### config.mk
export PLATFORM = sky130hd
export DESIGN_NAME = stack_seq
export DESIGN_NICKNAME = d
export VERILOG_FILES = /design/src/rtl/stack_seq.sv
export SDC_FILE = /design/constraint.sdc
export NUM_CORES = 1
export LEC_CHECK = 0
export BUFFER_PORTS_ARGS = -buffer_cell sky130_fd_sc_hd__buf_2
export CORE_MARGIN = 3
export CORE_UTILIZATION = 53
export CTS_BUF_LIST = sky130_fd_sc_hd__clkbuf_8
export DETAILED_ROUTE_END_ITERATION = 8
export PLACE_DENSITY = 0.8
export SETUP_SLACK_MARGIN = 0.1
export SLEW_MARGIN = 20
export SYNTH_ARGS = -nofsm -noshare
export SYNTH_HDL_FRONTEND = slang
export SYNTH_SLANG_ARGS = --single-unit
export TNS_END_PERCENT = 5
### constraint.sdc
create_clock -name clk -period 3.1 [get_ports clk]
set_input_delay 0.155 -clock clk [delete_from_list [all_inputs] [get_ports clk]]
set_output_delay 0.155 -clock clk [all_outputs]
set_load 0.02 [all_outputs]
### src/rtl/stack_seq.sv
// stack_seq: PUSH/POP/CALL/RET sequencer driving an external register file and byte-wide memory.
// Defining STACK_SEQ_TIMEOUT_EN adds a mem_ack timeout that aborts to IDLE with an err pulse.
module stack_seq #(
   parameter int TIMEOUT_CYCLES = 16
) (
   input  logic        clk,
   input  logic        rst,
   input  logic        start,
   input  logic [1:0]  op,
   input  logic [1:0]  rp,
   output logic        busy,
   output logic        done,
   output logic        err,
   output logic [4:0]  rf_rd_sel,
   output logic [4:0]  rf_wr_sel,
   output logic [1:0]  rf_ext,
   output logic        rf_we,
   output logic [15:0] rf_wdata,
   input  logic [15:0] rf_rdata,
   output logic        mem_req,
   output logic        mem_we,
   output logic [15:0] mem_addr,
   output logic [7:0]  mem_wdata,
   input  logic [7:0]  mem_rdata,
   input  logic        mem_ack
);

   typedef enum logic [3:0] {
      S_IDLE, S_FETCH, S_DEC_SP, S_WR_HI, S_DEC_SP2, S_WR_LO, S_LOAD, S_WRITE,
      S_RD_SP, S_RD_LO, S_INC_SP, S_RD_HI, S_INC_SP2, S_DONE
   } state_t;

   localparam logic [1:0] OP_PUSH = 2'b00;
   localparam logic [1:0] OP_CALL = 2'b10;
   localparam logic [1:0] OP_RET  = 2'b11;
   localparam logic [1:0] EXT_INC = 2'b01;
   localparam logic [1:0] EXT_DEC = 2'b10;
   localparam logic [4:0] SEL_PC  = 5'b11000;
   localparam logic [4:0] SEL_SP  = 5'b11010;
   localparam logic [4:0] SEL_WZ  = 5'b10110;

   if (TIMEOUT_CYCLES < 1) begin : g_param_check
      $error("stack_seq: TIMEOUT_CYCLES must be at least 1");
   end

   state_t      state_q, state_d;
   logic [1:0]  op_q, op_d;
   logic [1:0]  rp_q, rp_d;
   logic [15:0] a_q, a_d;
   logic [15:0] d_q, d_d;
   logic [4:0]  pair_sel, src_sel, dst_sel;
   logic        is_mem;

   assign pair_sel = {2'b10, rp_q, 1'b0};
   assign src_sel  = (op_q == OP_CALL) ? SEL_PC : pair_sel;
   assign dst_sel  = (op_q == OP_CALL || op_q == OP_RET) ? SEL_PC : pair_sel;
   assign is_mem   = (state_q == S_WR_HI) || (state_q == S_WR_LO) ||
                     (state_q == S_RD_LO) || (state_q == S_RD_HI);
   assign busy     = (state_q != S_IDLE);

`ifdef STACK_SEQ_TIMEOUT_EN
   localparam int CNT_W = $clog2(TIMEOUT_CYCLES + 1);
   logic [CNT_W-1:0] cnt_q, cnt_d;
   logic             err_q, err_d;
   logic             timeout;

   // cnt_q counts stalled cycles already spent in the current memory state
   assign timeout = is_mem && !mem_ack && (cnt_q == CNT_W'(TIMEOUT_CYCLES - 1));
   assign err     = err_q;

   always_comb begin
      err_d = timeout;
      cnt_d = cnt_q;
      if (state_d != state_q) cnt_d = '0;
      else if (is_mem)        cnt_d = cnt_q + 1'b1;
   end

   always_ff @(posedge clk or posedge rst) begin
      if (rst) begin
         cnt_q <= '0;
         err_q <= 1'b0;
      end else begin
         cnt_q <= cnt_d;
         err_q <= err_d;
      end
   end
`else
   assign err = 1'b0;
`endif

   always_comb begin
      state_d   = state_q;
      op_d      = op_q;
      rp_d      = rp_q;
      a_d       = a_q;
      d_d       = d_q;
      done      = 1'b0;
      rf_rd_sel = 5'd0;
      rf_wr_sel = 5'd0;
      rf_ext    = 2'b00;
      rf_we     = 1'b0;
      rf_wdata  = 16'd0;
      mem_req   = 1'b0;
      mem_we    = 1'b0;
      mem_addr  = 16'd0;
      mem_wdata = 8'd0;
      case (state_q)
         S_IDLE: begin
            if (start) begin
               op_d    = op;
               rp_d    = rp;
               state_d = (op == OP_PUSH || op == OP_CALL) ? S_FETCH : S_RD_SP;
            end
         end
         S_FETCH: begin
            rf_rd_sel = src_sel;
            d_d       = rf_rdata;
            state_d   = S_DEC_SP;
         end
         S_DEC_SP: begin
            rf_rd_sel = SEL_SP;
            rf_wr_sel = SEL_SP;
            rf_ext    = EXT_DEC;
            a_d       = rf_rdata - 16'd1;
            state_d   = S_WR_HI;
         end
         S_WR_HI: begin
            mem_req   = 1'b1;
            mem_we    = 1'b1;
            mem_addr  = a_q;
            mem_wdata = d_q[15:8];
            if (mem_ack) state_d = S_DEC_SP2;
         end
         S_DEC_SP2: begin
            rf_wr_sel = SEL_SP;
            rf_ext    = EXT_DEC;
            a_d       = a_q - 16'd1;
            state_d   = S_WR_LO;
         end
         S_WR_LO: begin
            mem_req   = 1'b1;
            mem_we    = 1'b1;
            mem_addr  = a_q;
            mem_wdata = d_q[7:0];
            if (mem_ack) state_d = (op_q == OP_CALL) ? S_LOAD : S_DONE;
         end
         S_LOAD: begin
            rf_rd_sel = SEL_WZ;
            d_d       = rf_rdata;
            state_d   = S_WRITE;
         end
         S_WRITE: begin
            rf_we     = 1'b1;
            rf_wr_sel = dst_sel;
            rf_wdata  = d_q;
            state_d   = S_DONE;
         end
         S_RD_SP: begin
            rf_rd_sel = SEL_SP;
            a_d       = rf_rdata;
            state_d   = S_RD_LO;
         end
         S_RD_LO: begin
            mem_req  = 1'b1;
            mem_addr = a_q;
            if (mem_ack) begin
               d_d[7:0] = mem_rdata;
               state_d  = S_INC_SP;
            end
         end
         S_INC_SP: begin
            rf_wr_sel = SEL_SP;
            rf_ext    = EXT_INC;
            a_d       = a_q + 16'd1;
            state_d   = S_RD_HI;
         end
         S_RD_HI: begin
            mem_req  = 1'b1;
            mem_addr = a_q;
            if (mem_ack) begin
               d_d[15:8] = mem_rdata;
               state_d   = S_INC_SP2;
            end
         end
         S_INC_SP2: begin
            rf_wr_sel = SEL_SP;
            rf_ext    = EXT_INC;
            state_d   = S_WRITE;
         end
         S_DONE: begin
            done    = 1'b1;
            state_d = S_IDLE;
         end
         default: state_d = S_IDLE;
      endcase
`ifdef STACK_SEQ_TIMEOUT_EN
      // abandon the operation; SP steps already issued are intentionally kept
      if (timeout) state_d = S_IDLE;
`endif
   end

   always_ff @(posedge clk or posedge rst) begin
      if (rst) begin
         state_q <= S_IDLE;
         op_q    <= 2'b00;
         rp_q    <= 2'b00;
         a_q     <= 16'd0;
         d_q     <= 16'd0;
      end else begin
         state_q <= state_d;
         op_q    <= op_d;
         rp_q    <= rp_d;
         a_q     <= a_d;
         d_q     <= d_d;
      end
   end

endmodule

==> flow_metrics.tcl, run 1 <==
set metrics [dict create \
    transition_time_at_the_pin_with_the_least_slew_margin_ps 885 \
    grt_first_pass_wirelength_um 16700 \
    drtAntennaViolNets 0 \
    cts_num_sinks 40 \
    critPathLaunchType "register" \
    critical-path-slowest-cell "sky130_fd_sc_hd__ha_2" \
    synth-async-reset-ratio 1.00 \
    wirelength_um 10100 \
    clock-root-buffer "sky130_fd_sc_hd__clkbuf_8" \
    grt_antenna_before_repair 0 \
    num_rows 29 \
    min_period_over_period 0.933 \
    firstDrtPassIters 4 \
    final-max-slew-violation-count 0 \
    hold_viol 0 \
    routedWlPerCell_um 17.3 \
    viasPerCell 6.11 \
    remaining_drc_errors 0 \
    endpoint_kind "register" \
    final_cell_area_um2 4220 \
    post_layout_nets 558 \
    number_of_global_route_vias_before_repair 3377 \
    vdd.ir_drop.worst_uv 633 \
    cts_max_path_buffers 2 \
    layout-drive-gt1-share 0.256 \
    design.die.area_um2 7850 \
    timing.setup.tns_ps 0 \
    drt_iter0_drc 263 \
    timing.slew.headroom 0.408 \
    critical_path_class "reg2reg" \
    depth_of_the_worst_register_to_register_path 8 \
    regToRegSetupSlack_ps 210 \
    total_power_uw 5050 \
    end_of_the_worst_register_to_register_path "a_q[13]" \
    floorplan.initialDensity 0.557 \
    crit_path_cell_trace "nand4bb_4, ha_2, o21ai_0, o21ai_4, a31oi_4, or4_1, and3_1, a31oi_1" \
    post_synth_instance_area_um2 3620 \
    ys_seq_area_frac 0.277 \
    synth_enable_flop_cells 0 \
    p_leak_uw 0.00203 \
    dieWidth_um 88.6 \
    worst_skew_pair.late_latency_ps 290 \
    drv.max_cap_violation_count 0 \
    floorplan.core_area_um2 6490 \
    clock-skew-final_ps 7.57 \
    result_of_the_run "completed" \
    crit_required_ps 3310 \
    placedCellCount 576 \
    die_y_um 88.6 \
    place.port_buffers 86 \
    timing.rr.start "state_q[2]" \
    ys.warnings.count 0 \
    worst_hold_class "in2async" \
    antenna-diode-count 0 \
    inserted_clock_buffers 5 \
    yosys.cell_types.count 75 \
    path_clk_slew_ps 90 \
    design.portCount 90 \
    achievable-frequency_mhz 346 \
    track_usage 0.269 \
    fin_cells 584 \
    final.min_clock_period_ps 2890 \
    grt_max_degree 48 \
    post_synth_inst_count 428 \
    synth.avg_cell_area_um2 8.45 \
    synthToLayoutAreaGrowth_pct 16.6 \
    timing.critical_path.fanout_max 23 \
    power_density_nw_per_um2 1200 \
    cts_max_level 2 \
    routabilityCongestion 0.983 \
    post-cts-setup-buffers 0 \
    placedInstanceArea_um2 4090 \
    grt_setup_unrepaired "true" \
    tritoncts "built" \
    critical_path_arrival_ps 3110 \
    route.vias.total 3569 \
    setup-violations-final 0 \
    hpwl_um 7690 \
    synth_seq_cells 40 \
    grt-ovfl-total 0 \
    yosys_most_used_dff "sky130_fd_sc_hd__dfrtp_1" \
    cp_slowest_stage_delay_ps 550 \
]
-- report_power, final --
| group | switching (uW) | internal, uW | total [uW] |
|---|---|---|---|
| Clock | 193 | 236 | 429 |
| Combinational | 2250 | 1340 | 3590 |
| Sequential | 242 | 795 | 1040 |
| Total | 2680 | 2370 | 5050 |
-- state kept, by name (all words and copies together) (netlist names) --
signal,count
a_q,16
d_q,16
op_q,2
rp_q,2
state_q,4
-- area by class of cell --
type,instances,area (um^2)
repair buffers,94,490
flip-flops and latches,40,1000
fillers,573,2280
inverters,9,33.8
multi-input cells,356,2490
clock buffers,5,68.8
clock inverters,3,38.8
well taps,77,96.3
-- per-stage QoR --
stage          utilization  worst slack [ps]  hold slack, ps
2_1_floorplan            -               408             265
3_3_place_gp         0.630               354             331
3_5_place_dp         0.630               261             357
4_1_cts              0.647               227            42.3
5_1_grt              0.649              36.5            85.7
6_report             0.649               206            2.26
-- what timing repair did --
item,4_1_cts,5_1_grt
hold buffers,0,0
endpoints found under the setup margin,0,8
gates resized for setup,0,1
-- layer usage --
| metal | GRT usage | vias up | part of all wire |
|---|---|---|---|
| met4 | 0.0714 | 0 | 0.013 |
| li1 | - | 1724 | - |
| met1 | 0.374 | 1700 | 0.44 |
| met2 | 0.449 | 134 | 0.48 |
| met3 | 0.0298 | 11 | 0.061 |
| met5 | 0 | - | 0 |
-- worst max-delay path, delay by kind of cell (launching register included) --
family,cells,cell delay (ps)
AO/OA/AOI/OAI,4,720
adder cells (fa/ha/maj),1,550
flip-flops,1,390
AND/OR/NAND/NOR,3,1150
-- worst max path at each step --
stage	from	to	cells after the start
floorplan	state_q[2]	a_q[15]	9
global placement	state_q[2]	a_q[15]	8
detailed placement	state_q[2]	a_q[15]	8
CTS	state_q[2]	a_q[13]	8
global route	state_q[2]	a_q[13]	8
finish	state_q[2]	a_q[13]	8
-- cell families (layout without fill, tap and decap cells) --
kind of cell | count (synthesis) | after routing | share of synthesized area
other cells | 1 | 3 | 0.00104
xor+xnor | 23 | 23 | 0.0578
compound gates | 134 | 134 | 0.249
flops | 40 | 40 | 0.277
buf+inv | 34 | 111 | 0.0419
mux | 21 | 21 | 0.0595
fa+ha+maj | 20 | 20 | 0.0713
simple gates | 155 | 155 | 0.242
-- placed cells by master, fill, tap and decap left out, types with 3 or more instances in the layout --
cell type	instances
sky130_fd_sc_hd__a211oi_1	3
sky130_fd_sc_hd__a21o_1	7
sky130_fd_sc_hd__a21oi_1	31
sky130_fd_sc_hd__a22oi_1	10
sky130_fd_sc_hd__a31oi_1	4
sky130_fd_sc_hd__and2_1	18
sky130_fd_sc_hd__and3_1	19
sky130_fd_sc_hd__buf_2	86
sky130_fd_sc_hd__buf_4	8
sky130_fd_sc_hd__clkbuf_8	5
sky130_fd_sc_hd__conb_1	3
sky130_fd_sc_hd__dfrtp_1	40
sky130_fd_sc_hd__ha_1	18
sky130_fd_sc_hd__inv_1	9
sky130_fd_sc_hd__mux2_2	4
sky130_fd_sc_hd__mux2i_1	17
sky130_fd_sc_hd__nand2_1	51
sky130_fd_sc_hd__nand3_1	4
sky130_fd_sc_hd__nor2_1	27
sky130_fd_sc_hd__nor2b_1	4
sky130_fd_sc_hd__nor3_1	7
sky130_fd_sc_hd__o211ai_1	3
sky130_fd_sc_hd__o21ai_0	30
sky130_fd_sc_hd__o21ai_1	5
sky130_fd_sc_hd__o22ai_1	9
sky130_fd_sc_hd__o31ai_1	3
sky130_fd_sc_hd__xnor2_1	9
sky130_fd_sc_hd__xor2_1	13
-- cell usage after synthesis, drive strengths merged, types with 3 or more instances --
cell type	count	area, um^2
o21ai	36	191
ha	19	238
o211ai	3	22.5
xnor2	10	95.1
a211oi	4	35.0
o22ai	9	56.3
buf	9	57.6
a21oi	32	164
nor2b	4	25.0
nor3	9	61.3
a21o	7	52.6
a22oi	10	75.1
and3	19	119
mux2	4	45.0
inv	8	30.0
o31ai	3	22.5
xor2	13	114
dfrtp	40	1000
nor4	3	40.0
nand2	51	191
nor2	30	125
and2	18	113
a31oi	6	52.6
nand3	5	30.0
mux2i	17	170
clkbuf	16	60.1
Note: power is estimated with default switching activity, not from simulation.
==> run 2, diff against run 1 <==
- BUFFER_PORTS_ARGS: -buffer_cell sky130_fd_sc_hd__buf_2 -> -buffer_cell sky130_fd_sc_hd__buf_4
==> run 2 against run 1 <==
Effect of this change:
- the run now ends with hold timing left
- non-clock buffer count stayed put
- clock power is 12% lower
- worst setup slack better by 81 ps
- routed wire length is 3.6% higher
- hold slack worse by 19 ps
- sequential power hardly changed
- flip-flop and latch count stayed put
- combinational power is 5% higher
- die area stayed put
- clock-buffer cell count is 1 higher
- final cell count is 0.17% higher
- largest power group unchanged
==> flow_metrics.tcl, run 2 (synthesis gave the netlist of run 1 again) <==
set metrics [dict create \
    regToRegSetupSlack_ps 290 \
    vdd.ir_drop.worst_uv 645 \
    result_of_the_run "finished with violations" \
    dieWidth_um 88.6 \
    worst_skew_pair.late_latency_ps 300 \
    grt-ovfl-total 0 \
    inserted_clock_buffers 5 \
    hpwl_um 7710 \
    multiInputGateArea_um2 2500 \
    place.port_buffers 86 \
    critPathLaunchType "register" \
    cts_max_level 2 \
    design.portCount 90 \
    worst_hold_class "in2async" \
    failed_checks "hold timing" \
    grt_first_pass_wirelength_um 16700 \
    num_rows 29 \
    final_cell_area_um2 4430 \
    track_usage 0.268 \
    placedInstanceArea_um2 4310 \
    grt_max_degree 48 \
    tritoncts "built" \
    critical_path_class "reg2reg" \
    firstDrtPassIters 6 \
    min_period_over_period 0.907 \
    layout-drive-gt1-share 0.258 \
    grt_setup_unrepaired "false" \
    achievable-frequency_mhz 356 \
    route.vias.total 3605 \
    clock-root-buffer "sky130_fd_sc_hd__clkbuf_8" \
    floorplan.initialDensity 0.557 \
    drv.max_cap_violation_count 0 \
    end_of_the_worst_register_to_register_path "a_q[15]" \
    final-max-slew-violation-count 0 \
    depth_of_the_worst_register_to_register_path 8 \
    timing.slew.headroom 0.421 \
    viasPerCell 6.16 \
    post_layout_nets 559 \
    drt_iter0_drc 263 \
    remaining_drc_errors 0 \
    synthToLayoutAreaGrowth_pct 22.5 \
    p_leak_uw 0.00206 \
    grt_antenna_before_repair 0 \
    timing.setup.tns_ps 0 \
    path_clk_slew_ps 90 \
    post_cts_resize_count 0 \
    cts_max_path_buffers 2 \
    timing.critical_path.fanout_max 12 \
    post-cts-setup-buffers 0 \
    cts-hold-fix-buffers 0 \
    mostFrequentLayoutCells "94 x sky130_fd_sc_hd__buf_4, 51 x sky130_fd_sc_hd__nand2_1, 40 x sky130_fd_sc_hd__dfrtp_1" \
    most_common_cell_after_layout_fill_and_taps_aside "sky130_fd_sc_hd__buf_4" \
    critical_path_arrival_ps 3030 \
    routedWlPerCell_um 17.8 \
    setup-violations-final 0 \
    seq_area_um2 1000 \
    die_y_um 88.6 \
    layout.filler_cells 564 \
    endpoint_kind "register" \
    finalHoldWorstSlack_ps -16.4 \
    design.die.area_um2 7850 \
    hold_viol 30 \
    cts_num_sinks 40 \
    antenna-diode-count 0 \
    largestRegisters "a_q: 16 flops, d_q: 16 flops, state_q: 4 flops" \
    timing.rr.start "state_q[0]" \
    number_of_global_route_vias_before_repair 3363 \
    floorplan.core_area_um2 6490 \
    crit_required_ps 3320 \
    clock-skew-final_ps 8.59 \
    transition_time_at_the_pin_with_the_least_slew_margin_ps 864 \
    routabilityCongestion 0.928 \
    final.min_clock_period_ps 2810 \
    wirelength_um 10400 \
    power_density_nw_per_um2 1180 \
    drtAntennaViolNets 0 \
]
==> run 2: cell types whose count changed in the layout (fill, tap and decap cells not counted), sizes merged <==
cell	before	now
clkinv	2	3
bufinv	1	0
clkbuf	5	6
nand4bb	1	2
inv	9	8
==> run 2: worst max-delay path by stage <==
stage / from / to / slack, ps / cells past startpoint
floorplan: state_q[2] / a_q[15] / 410 / 9
global placement: state_q[2] / a_q[15] / 350 / 8
detailed placement: state_q[2] / a_q[15] / 220 / 8
CTS: state_q[2] / a_q[15] / 190 / 8
global route: state_q[0] / a_q[15] / 200 / 8
finish: state_q[0] / a_q[15] / 290 / 8
==> run 2: through the flow <==
step           hold slack, ps   util  instances  total power [uW]  setup slack (ps)
2_1_floorplan             265      -        430              3690               408
3_3_place_gp              320  0.663        576              4660               346
3_5_place_dp              328  0.663        576              4750               220
4_1_cts                  10.7  0.678        584              5130               191
5_1_grt                  56.6  0.682        585              5640               197
6_report                -16.4  0.682        585              5210               287
==> run 2: final cells by class <==
class	count	share of cell area
multi-input combinational	357	0.565
clock inverter	2	0.00226
clock buffer	6	0.0186
sequential	40	0.226
tap	77	0.0217
inverter	9	0.00762
timing repair buffer	94	0.159
==> run 2: worst max-delay path, cell delays in order, from the launching register on <==
cell and delay [ps]:
sky130_fd_sc_hd__dfrtp_1 430, sky130_fd_sc_hd__nand4bb_4 390, sky130_fd_sc_hd__ha_1 450, sky130_fd_sc_hd__a2111oi_2 480
sky130_fd_sc_hd__o21ai_4 140, sky130_fd_sc_hd__a31oi_4 200, sky130_fd_sc_hd__o21ai_1 130, sky130_fd_sc_hd__a311o_1 330
sky130_fd_sc_hd__a31oi_1 180
==> run 2: layer usage <==
| metal | vias up | track usage | routed length, um |
|---|---|---|---|
| met3 | 17 | 0.0242 | 584 |
| li1 | 1726 | - | - |
| met2 | 137 | 0.435 | 4950 |
| met1 | 1725 | 0.387 | 4720 |
| met4 | 0 | 0.0659 | 189 |
| met5 | - | 0 | 0 |
==> run 2: where the power goes <==
group,switching (uW),leakage [uW],internal [uW]
clock,199,0.0000510,178
combinational,2280,0.00152,1500
sequential,257,0.000483,795
